$ cat src/rtl/cpu_types_pkg.sv
// cpu_types_pkg: shared types and constants for the instruction cache
//   ICACHE_NSETS   default number of one-word frames
//   icache_state_t controller state (COMPARE lookup, FETCH fill)
//   icachef_t      byte-address decode {tag, idx, bytoff} for the default geometry
package cpu_types_pkg;
  localparam int ICACHE_NSETS = 16;
  localparam int ICACHE_IDX_W = $clog2(ICACHE_NSETS);
  typedef enum logic {COMPARE, FETCH} icache_state_t;
  typedef struct packed {
    logic [29-ICACHE_IDX_W:0] tag;
    logic [ICACHE_IDX_W-1:0]  idx;
    logic [1:0]               bytoff;
  } icachef_t;
endpackage

$ cat src/rtl/icache_frames.sv
// icache_frames: valid/tag/data storage for a direct-mapped cache
//   CLK, nRST            clock, async active-low clear of all valid bits
//   wen/widx/wtag/wdata  single write port, sets the frame valid
//   ridx -> valid/tag/data  combinational read port
module icache_frames
  import cpu_types_pkg::*;
#(
  parameter int NSETS = ICACHE_NSETS,
  parameter int IDX_W = $clog2(NSETS),
  parameter int TAG_W = 30 - IDX_W
) (
  input  logic             CLK,
  input  logic             nRST,
  input  logic             wen,
  input  logic [IDX_W-1:0] widx,
  input  logic [TAG_W-1:0] wtag,
  input  logic [31:0]      wdata,
  input  logic [IDX_W-1:0] ridx,
  output logic             valid,
  output logic [TAG_W-1:0] tag,
  output logic [31:0]      data
);
  logic [NSETS-1:0] valids;
  logic [TAG_W-1:0] tags  [NSETS];
  logic [31:0]      datas [NSETS];

  always_ff @(posedge CLK or negedge nRST)
    if (!nRST) valids <= '0;
    else if (wen) valids[widx] <= 1'b1;

  // tag/data need no reset: a frame is only read through its valid bit
  always_ff @(posedge CLK)
    if (wen) begin
      tags[widx]  <= wtag;
      datas[widx] <= wdata;
    end

  assign valid = valids[ridx];
  assign tag   = tags[ridx];
  assign data  = datas[ridx];
endmodule

$ cat src/rtl/icache_dm.sv
// icache_dm: direct-mapped read-only instruction cache with single-word fills
//   CLK, nRST              clock, async active-low reset
//   imemREN, imemaddr      fetch request from IF stage
//   ihit, imemload         hit flag and instruction word (0 unless ihit)
//   iREN, iaddr            fill request/word address to memory controller
//   iwait, iload           memory busy flag and fill data
//   hit_count, miss_count  saturating performance counters
module icache_dm
  import cpu_types_pkg::*;
#(
  parameter int NSETS = ICACHE_NSETS,
  parameter int IDX_W = $clog2(NSETS),
  parameter int TAG_W = 30 - IDX_W
) (
  input  logic        CLK,
  input  logic        nRST,
  input  logic        imemREN,
  input  logic [31:0] imemaddr,
  output logic        ihit,
  output logic [31:0] imemload,
  output logic        iREN,
  output logic [31:0] iaddr,
  input  logic        iwait,
  input  logic [31:0] iload,
  output logic [31:0] hit_count,
  output logic [31:0] miss_count
);
  icache_state_t    state, next_state;
  logic [29:0]      miss_word;
  logic             f_valid, fill, miss;
  logic [TAG_W-1:0] f_tag;
  logic [31:0]      f_data;
  logic             unused_bytoff;

  // byte offset never selects anything: misaligned fetches read the containing word
  assign unused_bytoff = ^imemaddr[1:0];

  icache_frames #(.NSETS(NSETS), .IDX_W(IDX_W), .TAG_W(TAG_W)) u_frames (
    .CLK   (CLK),
    .nRST  (nRST),
    .wen   (fill),
    .widx  (miss_word[IDX_W-1:0]),
    .wtag  (miss_word[29:IDX_W]),
    .wdata (iload),
    .ridx  (imemaddr[IDX_W+1:2]),
    .valid (f_valid),
    .tag   (f_tag),
    .data  (f_data)
  );

  always_comb begin
    next_state = state;
    ihit       = 1'b0;
    imemload   = '0;
    iREN       = 1'b0;
    iaddr      = '0;
    fill       = 1'b0;
    miss       = 1'b0;
    if (state == COMPARE) begin
      ihit       = imemREN & f_valid & (f_tag == imemaddr[31:IDX_W+2]);
      imemload   = ihit ? f_data : '0;
      miss       = imemREN & ~ihit;
      next_state = miss ? FETCH : COMPARE;
    end else begin
      // fill always completes to the latched address, even if the fetch port redirected
      iREN       = 1'b1;
      iaddr      = {miss_word, 2'b00};
      fill       = ~iwait;
      next_state = iwait ? FETCH : COMPARE;
    end
  end

  always_ff @(posedge CLK or negedge nRST)
    if (!nRST) begin
      state      <= COMPARE;
      miss_word  <= '0;
      hit_count  <= '0;
      miss_count <= '0;
    end else begin
      state <= next_state;
      if (miss) miss_word <= imemaddr[31:2];
      if (ihit && ~&hit_count) hit_count <= hit_count + 32'd1;
      if (miss && ~&miss_count) miss_count <= miss_count + 32'd1;
    end
endmodule

$ cat config.mk
export PLATFORM = sky130hd
export DESIGN_NAME = icache_dm
export DESIGN_NICKNAME = d
export VERILOG_FILES = /design/src/rtl/cpu_types_pkg.sv /design/src/rtl/icache_frames.sv /design/src/rtl/icache_dm.sv
export SDC_FILE = /design/constraint.sdc
export NUM_CORES = 1
export LEC_CHECK = 0
export ABC_CLOCK_PERIOD_IN_PS = 7000
export CORE_MARGIN = 8
export CORE_UTILIZATION = 60
export CTS_CLUSTER_SIZE = 12
export DETAILED_ROUTE_END_ITERATION = 8
export GPL_TIMING_DRIVEN = 0
export MAX_ROUTING_LAYER = met4
export PLACE_DENSITY = 0.79
export SETUP_SLACK_MARGIN = 0.4
export SLEW_MARGIN = 20
export SYNTH_ARGS = -nofsm -noshare
export SYNTH_HDL_FRONTEND = slang
export SYNTH_SLANG_ARGS = --single-unit
$ cat constraint.sdc
create_clock -name CLK -period 7 [get_ports CLK]
set_input_delay 1.05 -clock CLK [delete_from_list [all_inputs] [get_ports CLK]]
set_output_delay 1.05 -clock CLK [all_outputs]
set_load 0.02 [all_outputs]
==> metrics.cfg <==
[die]
core-area_mm2 = 0.0681
rows = 96
ios = 198
fp.dieH_um = 277
die_w_um = 277
initial_core_util_pct = 60.2
die_area_mm2 = 0.0770

[clock_network]
clock_sinks = 1039
cts_made_buffers = 102
cts_tree = done
htreeDepth = 3
clkLatencyLatePin_ns = 0.67
cts_hold_buffers = 0
root_buffer = clkbuf_16
post_cts_buffers = 0
clockBufferDepth = 3
clk_pin_slew_ns = 0.06

[pwr]
power_frac_clock_pct = 37.3
power_frac_comb_pct = 8.7
p_per_area_mw_per_mm2 = 281
vdd_drop_max_v = 0.000254
p_leak_nw = 16.5
power_mw = 13.7
sw_frac_of_total_pct = 23.3
p_sw_mw = 3.20
seq_power_share_pct = 54.0
internal_power_mw = 10.5

[timing]
tightest_slew_ns = 1.08
finClkSkew_ns = 0.0261
hold_viol = 0
rsz0062_at_grt = false
setup_tns_ns = 0
hold_ws_ns = 0.323
relSlewSlack_pct = 27.8
max_freq_mhz = 152
fin_crit_ns = 6.57
final-max-slew-violation-count = 0
fin_crit_sh_pct = 93.9
setup_viol = 0

[place]
io_buffers = 189
gp_congestion = 0.929
dpl_cell_area_mm2 = 0.0456
hpwl_um = 68900

[critical_path]
worstRegToRegCells = 8
crit_fanout = 10
worst-endpoint-required_ns = 5.95
end_kind = output pin
r2r-end = miss_word[6]
critical_path.startpoint = imemaddr[4]
reg2reg_slack_ns = 3.11
startpoint_type = input port
path_class = input port to output pin
cp.arrival_ns = 5.52
r2r-start = u_frames.tags[1][6]

[yosys]
ys_warn_count = 0
synth_edf_count = 928
synth.avg_cell_area_um2 = 20.9
ys.flop_type = edfxtp_1
ys_ff_latch = 1039
synth_area_mm2 = 0.0410
async_flop_share_pct = 10.7
yosysSeqAreaShare_pct = 74.7
yosysUniqueCellTypes = 51
synthCells = 1965

[global_routing]
grt_max_degree = 77
grt_pass1_wl_um = 157000
grt_overflow = 0
antenna_found_initial = 7
grt_pass1_vias = 23200
grt_usage_pct = 28.8

[final_layout]
fin_nets = 2417
post-route-cell-area_mm2 = 0.0488
syn2layout_area_growth_pct = 18.9
layout-drive-gt1-share_pct = 26.0

[route]
drt_iter0_drc = 3135
vias = 22300
routedWlPerCell_um = 32.8
ant_nets = 0
avgViaCountPerCell = 6.73
drc = 0
wl_um = 109000
drtPass1Iterations = 7

[flow_run]
maxCapViolations = 0

[min_path]
hold_path.class = input port to async pin

[status]
status = finished clean

-- worst max-delay path, stage by stage --
cell             delay [ns]
clkbuf_1               0.26
clkbuf_4               0.38
buf_2                  0.40
mux4_2                 0.37
mux2i_1                0.18
mux2i_1                0.11
xor2_1                 0.23
or4_1                  0.52
nor3_1                 0.26
nor4b_4                0.27
buf_6                  0.23
buf_2                  0.28
and3_1                 0.30
clkdlybuf4s50_1        0.65
-- metrics by stage --
stage	cells	setup slack (ns)	util, %
2_1_floorplan	1966	0.878	-
3_3_place_gp	3037	-5.03	64.6
3_5_place_dp	3125	-0.364	67.0
4_1_cts	3301	0.406	71.5
5_1_grt	3307	0.403	71.6
6_report	3307	0.430	71.6
-- routing by layer --
| layer | GRT usage (%) | part of all wire [%] | up-vias |
|---|---|---|---|
| met3 | 4.78 | 8.4 | 326 |
| met2 | 48.5 | 52 | 1478 |
| met5 | - | 0 | - |
| met1 | 35.1 | 35 | 11600 |
| met4 | 11.4 | 4.3 | 0 |
| li1 | - | - | 8826 |
-- area by class of cell --
| cell class | instances | area, um2 |
|---|---|---|
| well taps | 882 | 1100 |
| fillers | 3787 | 19300 |
| inverters | 8 | 30.0 |
| repair buffers | 277 | 3390 |
| plain buffers | 105 | 562 |
| clock buffers | 159 | 2860 |
| diodes | 6 | 15.0 |
| multi-input cells | 814 | 9980 |
| flip-flops and latches | 1039 | 30600 |
| clock inverters | 17 | 179 |
-- power groups by stage --
| stage | clock network, mW | registers, mW | logic (mW) |
|---|---|---|---|
| 2_1_floorplan | 0 | 7.44 | 0.618 |
| 3_3_place_gp | 0 | 7.50 | 1.06 |
| 3_5_place_dp | 0 | 7.50 | 1.17 |
| 4_1_cts | 5.14 | 7.39 | 1.19 |
| 5_1_grt | 5.38 | 7.42 | 1.24 |
| 6_report | 5.12 | 7.40 | 1.19 |
-- cells in the mapped netlist (9+ instances only) --
master | n | area share (%)
buf_4 | 9 | 0.16
xor2_1 | 49 | 1.0
nor4_1 | 14 | 0.21
nand4_1 | 26 | 0.40
mux2_2 | 41 | 1.1
nor2_1 | 39 | 0.36
dfrtp_1 | 111 | 6.8
clkbuf_1 | 48 | 0.44
nor3_1 | 31 | 0.38
mux4_2 | 263 | 14
mux2i_1 | 47 | 1.1
or2_2 | 17 | 0.26
xnor2_1 | 47 | 1.0
and2_1 | 36 | 0.55
nand2_1 | 37 | 0.34
buf_2 | 44 | 0.54
nand3_1 | 33 | 0.40
and3_1 | 48 | 0.73
edfxtp_1 | 928 | 68
-- sequential cells by signal, indices dropped and copies added, names as in the netlist --
signal / flops
u_frames.valids: 16
miss_word: 30
hit_count: 32
state: 1
u_frames.datas: 512
miss_count: 32
u_frames.tags: 416
-- logic make-up (layout without fill, tap and decap cells) --
logic type	count (synthesis)	after routing	synth area share, %
AOI/OAI and AO/OA	36	36	0.635
xor gates and xnor gates	96	96	2.05
adders and majority gates	2	2	0.0610
buffers and inverters	113	566	1.25
DFF	1039	1039	74.7
muxes	357	357	16.9
other	1	8	0.00914
and+or+nand+nor	321	321	4.40
-- how the worst max path moves through the flow --
stage                         end  slack (ns)
6_report             imemload[16]        0.43
5_1_grt              imemload[14]        0.40
4_1_cts              imemload[14]        0.41
3_5_place_dp         imemload[30]       -0.36
3_3_place_gp   u_frames.valids[0]       -5.03
2_1_floorplan  u_frames.valids[0]        0.88
-- repair_timing --
action | CTS | global route
gates resized for setup | 26 | 18
setup endpoints to repair | 33 | 30
pin swaps | 0 | 0
-- layout by cell type, fill, tap and decap left out, drive strengths merged, types with 48 or more instances in the layout --
master / instances
edfxtp: 928
mux4: 263
clkbuf: 212
clkdlybuf4s50: 188
buf: 141
dfrtp: 111
xor2: 49
and3: 48
Note: power is estimated with default switching activity, not from simulation.
==> RTL change 1, RTL diff (config.mk and constraints unchanged) <==
`ICACHE_NSETS`: 16 -> 8.
--- a/src/rtl/cpu_types_pkg.sv
+++ b/src/rtl/cpu_types_pkg.sv
@@ -3,7 +3,7 @@
 //   icache_state_t controller state (COMPARE lookup, FETCH fill)
 //   icachef_t      byte-address decode {tag, idx, bytoff} for the default geometry
 package cpu_types_pkg;
-  localparam int ICACHE_NSETS = 16;
+  localparam int ICACHE_NSETS = 8;
   localparam int ICACHE_IDX_W = $clog2(ICACHE_NSETS);
   typedef enum logic {COMPARE, FETCH} icache_state_t;
   typedef struct packed {
Check against the original RTL: not equivalent (a bounded check fails within 10 cycles, from zero or initial values and one cycle with nRST low).
==> RTL change 1 against the original RTL <==
- wire length fell by 48%
- clock power fell by 43%
- sequential cell count fell by 464
- final cell count fell by 34%
- area after synthesis fell by 43%
- worst setup slack improved by 84 ps
- total power fell by 43%
- combinational power fell by 30%
- design area fell by 42%
- count of clock-buffer cells in the layout fell by 60
- critical path type unchanged
==> RTL change 1: results (changes against the original RTL) <==
The flow ran to the end, and the final reports show no timing, DRC or antenna violations. The worst clock skew is 27.5 ps (+1.32 ps), and the count of input and output buffers is 190 (+0.53%). The insertion delay of the later-clocked pin in the worst-skew pair came out at 620 ps (-50 ps). The run gives 0.867 (-6.7%) as the final weighted congestion of routability-driven global placement. The highest fanout seen on the critical path is 10 (unchanged). The tools report the peak supply drop as 232 uV (-8.5%). The cell leakage power was 10.0 nW (-39%); the largest net degree at the start of global routing was 56 (-27%). The highest layer touched by signal routing is met4.

The total of warnings raised by yosys is 0 (unchanged). The run gives 5440 ps (-80 ps) as the arrival time of the worst setup path. The CTS buffer count is 57 (-44%). For the post-synthesis sequential area ratio, the log shows 0.716 (-0.0312). Library cell with the highest instance count after synthesis: edfxtp_1. The fraction of the mapped netlist area in compound gates is 0.0122 (+0.00590), and the met2 routed wirelength is 27600 um (-51%). Worst min-delay path category: input port to async pin. For this design, the slowest cell found on the critical path is clkdlybuf4s50_1.

The adder and majority gate portion of the synthesized area is 0.00107 (+0.000459), and the first-pass GRT wire length is 85800 um (-46%). The number of synthesized flops with an enable pin is 472 (-49%). The multiplexer fraction of the synthesized cell area works out to 0.150 (-0.0189). Ranked by instance count, the synthesized netlist is headed by edfxtp_1, dfrtp_1, mux2i_1, mux4_2, nor2_1. The run gives 48 (-5.9%) as the number of library cell types mapped by synthesis. The logs give 6 (-1) for the number of detailed-route iterations in the first pass and 22200 um (-42%) for the routed metal-1 wire length.

The post-detailed-placement half-perimeter wirelength was 37800 um (-45%). The largest registers in the layout are u_frames.datas: 256 flops, u_frames.tags: 216 flops. The net count of the finished layout is 1678 (-31%). The post-synthesis share of cell area spent on xor and xnor gates is 0.0285 (+0.00795). The clock input transition at the sequential cells of the worst setup and hold paths came out at 60 ps (about the same). The largest stage delay on the critical path was 670 ps (+20 ps); the normalized max-slew margin was 0.364 (+0.0858). The H-tree depth was 2 (-1); the post-detailed-route via-to-cell ratio was 6.19 (-8.0%).

For the detailed-routed wire length on met3, the log shows 5120 um (-44%). The share of flip-flops with an asynchronous set or reset is 0.179 (+0.0723), and the share of layout cells above drive strength 1 is 0.187 (-0.0729). For the initial detailed-routing violation count, the log shows 1357 (-57%).

In the post-synthesis netlist, the biggest area contributors are edfxtp_1, dfrtp_1, mux4_2. The tools report the clock tree buffer depth as 3 (unchanged). The average wire length per cell after detail routing was 25.9 um (-21%); the global routing usage summed across all routing layers was 0.260 (-0.0277). Number of global-route vias before repair: 14000 (-40%). The root cell of the clock tree was clkbuf_16. The initial antenna violation count came out at 6 (-1). The pre-CTS setup slack is 427 ps (+791 ps).
[RTL change 1: changes by cell type after synthesis, moves of 8 or more]
cell      before  now
xnor2_1       47   34
a22o_1         1   16
nor2_1        39   58
clkbuf_1      48   27
dfrtp_1      111  103
mux4_2       263   94
buf_2         44   24
nand3_1       33   42
mux2i_1       47   96
and3_1        48   10
edfxtp_1     928  472
[RTL change 1: cell families after synthesis]
family / Yosys count
compound gates: 38
xor+xnor: 76
fa+ha+maj: 2
buf+inv: 72
flops: 575
mux: 228
other cells: 1
simple gates: 328
[RTL change 1: critical path, delay by kind of cell]
family / cells / cell delay [ps]
buf+inv: 5 / 2010
simple gates: 5 / 1450
mux: 2 / 550
xor+xnor: 1 / 350
[RTL change 1: repair_timing]
| action | in CTS | in global routing |
|---|---|---|
| cloned | 0 | 0 |
| resized for setup | 1 | 1 |
| setup buffers | 0 | 0 |
| setup endpoints to repair | 3 | 2 |
[RTL change 1: power by group]
part	leakage (nW)	switching, W	internal (W)	total (W)
registers	5.56	0.000158	0.00397	0.00413
clock network	0.863	0.00123	0.00167	0.00290
logic	3.57	0.000450	0.000378	0.000828
[RTL change 1: final timing paths]
| kind | from | end | slack (ps) | cells after the start |
|---|---|---|---|---|
| worst max register to register | u_frames.tags[7][4]$_DFFE_PP_ | miss_word[7]$_DFFE_PN0P_ | 3430 | 9 |
| worst min register to register | u_frames.valids[2]$_DFFE_PN0P_ | u_frames.valids[2]$_DFFE_PN0P_ | 470 | 1 |
| min in group CLK | u_frames.valids[2]$_DFFE_PN0P_ | u_frames.valids[2]$_DFFE_PN0P_ | 470 | 1 |
| worst max-delay path | imemaddr[3] | imemload[16] | 510 | 13 |
| worst min-delay path | nRST | hit_count[12]$_DFFE_PN0P_ | 410 | 1 |
| max in group asynchronous | nRST | miss_count[24]$_DFFE_PN0P_ | 5920 | 2 |
[RTL change 1: metal layers]
metal,track usage,up-vias
li1,-,5771
met4,0.0962,0
met2,0.398,706
met3,0.0564,113
met1,0.345,6924
met5,-,-
[RTL change 1: cell type report]
cell class / instances / area [um2]
Multi-Input combinational cell: 674 / 6370
Clock buffer: 99 / 1690
Tap cell: 518 / 648
Antenna cell: 7 / 17.5
Fill cell: 2309 / 10100
Clock inverter: 9 / 95.1
Sequential cell: 575 / 16800
Timing Repair Buffer: 228 / 2590
Buffer: 62 / 307
Inverter: 10 / 37.5
[RTL change 1: metrics by stage]
step | std cells | TNS (ps) | hold WS, ps | instance area, um2
CTS | 2175 | 0 | 393 | 28500
global route | 2181 | 0 | 425 | 28500
detailed placement | 2067 | 0 | 453 | 26700
floorplan | 1321 | 0 | 434 | 23400
global placement | 2029 | -614260 | 446 | 25900
finish | 2182 | 0 | 406 | 28500
==> RTL change 2, RTL diff (config.mk and constraints unchanged) <==
Made on the original files. Reset style: synchronous (`nRST`), changed in 2 clocked blocks. Comments in the files are not updated.
--- a/src/rtl/icache_frames.sv
+++ b/src/rtl/icache_frames.sv
@@ -24,7 +24,7 @@
   logic [TAG_W-1:0] tags  [NSETS];
   logic [31:0]      datas [NSETS];
 
-  always_ff @(posedge CLK or negedge nRST)
+  always_ff @(posedge CLK)
     if (!nRST) valids <= '0;
     else if (wen) valids[widx] <= 1'b1;
 
--- a/src/rtl/icache_dm.sv
+++ b/src/rtl/icache_dm.sv
@@ -70,7 +70,7 @@
     end
   end
 
-  always_ff @(posedge CLK or negedge nRST)
+  always_ff @(posedge CLK)
     if (!nRST) begin
       state      <= COMPARE;
       miss_word  <= '0;
Formal check against the unedited RTL: differs if nRST is asserted again (counterexample within 4 cycles, from zero or initial values and one cycle with nRST low); with nRST held inactive, the same outputs for 4 cycles.
==> RTL change 2 against the original RTL <==
- wire length increased by 3.4%
- worst hold slack improved by 150 ps
- sequential share of layout area fell by 1.6 points
- combinational power fell by 42%
- worst setup slack gained 42 ps
- area after synthesis up 0.87%
- sequential cell count unchanged
- final cell count up 5.9%
- first-iteration DRC count is 6.2% lower
- design area up 0.82%
- total power is 6.5% lower
- clock skew is 1.5 ps lower
- critical path type unchanged
- largest cell class unchanged
==> RTL change 2: results (changes against the original RTL) <==
The worst clock skew came out at 24.6 ps (-1.54 ps). The number of detailed-route iterations in the first pass is 6 (-1). The total setup buffers inserted after CTS came out at 0 (unchanged).

The worst min-delay path category was flip-flop to flip-flop. Number of global-route vias before repair: 24000 (+3.5%). The share of flip-flops with an asynchronous set or reset was 0 (-0.107). The family with the most delay on the worst path was buffers and inverters. The number of gates resized after CTS is 21 (-19%), and the count of input and output buffers is 189 (unchanged). Slowest cell on the critical path: clkdlybuf4s50_1. For the insertion delay of the later-clocked pin in the worst-skew pair, the log shows 680 ps. Largest net degree at the start of global routing: 19 (-75%).

The logs give 0.0459 mm2 (+0.53%) for the total cell area at the placement stage and 2941 (-6.2%) for the initial detailed-routing violation count. CTS placed an instance of clkbuf_16 at the clock tree root. For the initial antenna violation count, the log shows 8 (+1). The most used flip-flop cell after synthesis is edfxtp_1.

The cell leakage power was 16.2 nW (-1.7%); the H-tree depth was 3 (unchanged). The logs give 2608 (+7.9%) for the net count of the finished layout and -479 ps (-115 ps) for the pre-CTS setup slack. The synthesized area per cell was 19.2 um2 (-8.2%); the clock input transition at the sequential cells of the worst setup and hold paths was 60 ps (about the same). The net switching fraction of the power was 0.216 (-0.0171); the cell count after placement was 3313 (+6.0%).

Sorting the synthesized cells by area gives the leading types as edfxtp_1, mux4_2, dfxtp_1. The share of layout cells above drive strength 1 was 0.213 (-0.0468); the total via count after detailed routing was 23700 (+6.6%). The run finished with clean final reports. The post-synthesis sequential area ratio was 0.727 (-0.0199).

For the final weighted congestion of routability-driven global placement, the log shows 0.881 (-5.2%). The tools report the peak supply drop as 225 uV (-11%). The actual slew at the worst max-slew pin works out to 1080 ps (-8.01 ps). In the final layout, the registers with the most flip-flops are u_frames.datas: 512 flops, u_frames.tags: 416 flops. The number of synthesized flops with an enable pin is 928 (unchanged), and the global routing usage summed across all routing layers is 0.292 (+0.00402).

The largest single stage delay on the critical path is 640 ps. For the CTS buffer count, the log shows 104 (+2.0%). The average wire length per cell after detail routing was 32.1 um (-2.4%); the total of warnings raised by yosys was 0 (unchanged). The logs give 161000 um (+2.3%) for the first-pass GRT wire length and 5480 ps (-40 ps) for the arrival time of the worst setup path. The number of library cell types mapped by synthesis is 71 (+39%). Highest fanout seen on the critical path: 10 (unchanged).

Counting instances in the post-synthesis netlist gives the leading cell types as edfxtp_1, mux4_2, mux2i_1, dfxtp_1, nor2_1. Routed wire length: 112000 um (+3.4%). Post-detailed-placement half-perimeter wirelength: 71300 um (+3.5%).

Time the worst path needs with I/O delays and setup: 6530 ps (-42.3 ps). The clock tree buffer depth was 3 (unchanged).
-- RTL change 2: changes by cell type in the layout (fill, tap and decap cells not counted), sizes merged, moves of 11 or more --
cell | unedited run | this run
dfxtp | 0 | 111
a22oi | 0 | 15
xor2 | 49 | 14
a21oi | 5 | 33
o21ai | 4 | 15
nor2 | 40 | 107
nand2 | 37 | 75
xnor2 | 47 | 32
mux4 | 263 | 251
nand2b | 8 | 29
dfrtp | 111 | 0
mux2 | 47 | 2
mux2i | 47 | 133
or2 | 17 | 2
-- RTL change 2: power groups by stage --
| stage | logic, W | registers [W] | clock network, W |
|---|---|---|---|
| final | 0.000690 | 0.00685 | 0.00527 |
| after global routing | 0.000716 | 0.00685 | 0.00553 |
| after floorplan | 0.000398 | 0.00696 | 0 |
| after CTS | 0.000682 | 0.00685 | 0.00529 |
| after detailed placement | 0.000667 | 0.00698 | 0 |
| after global placement | 0.000634 | 0.00698 | 0 |
-- RTL change 2: metal layers --
| layer | part of all wire | track usage |
|---|---|---|
| met4 | 0.038 | 0.103 |
| met5 | 0 | - |
| met3 | 0.10 | 0.0533 |
| met2 | 0.50 | 0.484 |
| met1 | 0.35 | 0.363 |
-- RTL change 2: worst paths after layout --
| kind | depth (start not counted) | slack (ps) | endpoint | from |
|---|---|---|---|---|
| worst max-delay path | 13 | 470 | imemload[3] | imemaddr[5] |
| worst min-delay path | 2 | 470 | u_frames.valids[3]$_SDFFE_PN0P_ | u_frames.valids[3]$_SDFFE_PN0P_ |
| worst max register to register | 13 | 2800 | miss_word[17]$_SDFFE_PN0P_ | u_frames.tags[14][8]$_DFFE_PP_ |
| worst min register to register | 2 | 470 | u_frames.valids[3]$_SDFFE_PN0P_ | u_frames.valids[3]$_SDFFE_PN0P_ |
-- RTL change 2: cells by family after synthesis --
family | after synthesis | synth area share
DFF | 1039 | 0.727
other | 1 | 0.0000906
xor gates and xnor gates | 46 | 0.00974
buffers and inverters | 134 | 0.0188
and+or+nand+nor | 442 | 0.0553
muxes | 386 | 0.170
AOI/OAI and AO/OA | 109 | 0.0179
adders and majority gates | 2 | 0.000605
-- RTL change 2: worst reg2reg max path, cell delays in order, from the launching register on --
cell	delay [ps]
edfxtp_1	370
mux4_2	470
mux2i_1	280
xnor2_1	170
nor3_1	250
o221ai_1	270
nor4_2	460
buf_4	180
nand4_1	410
nand3_2	390
buf_6	200
buf_6	240
mux2i_1	250
nor2_1	80
-- RTL change 2: layout make-up --
class                           count  area, um2
Antenna cell                        9       22.5
Buffer                            117        757
Clock buffer                      155       2870
Clock inverter                     25        283
Fill cell                        3975      19300
Inverter                           17       63.8
Multi-Input combinational cell    987      10700
Sequential cell                  1039      30100
Tap cell                          882       1100
Timing Repair Buffer              272       3290
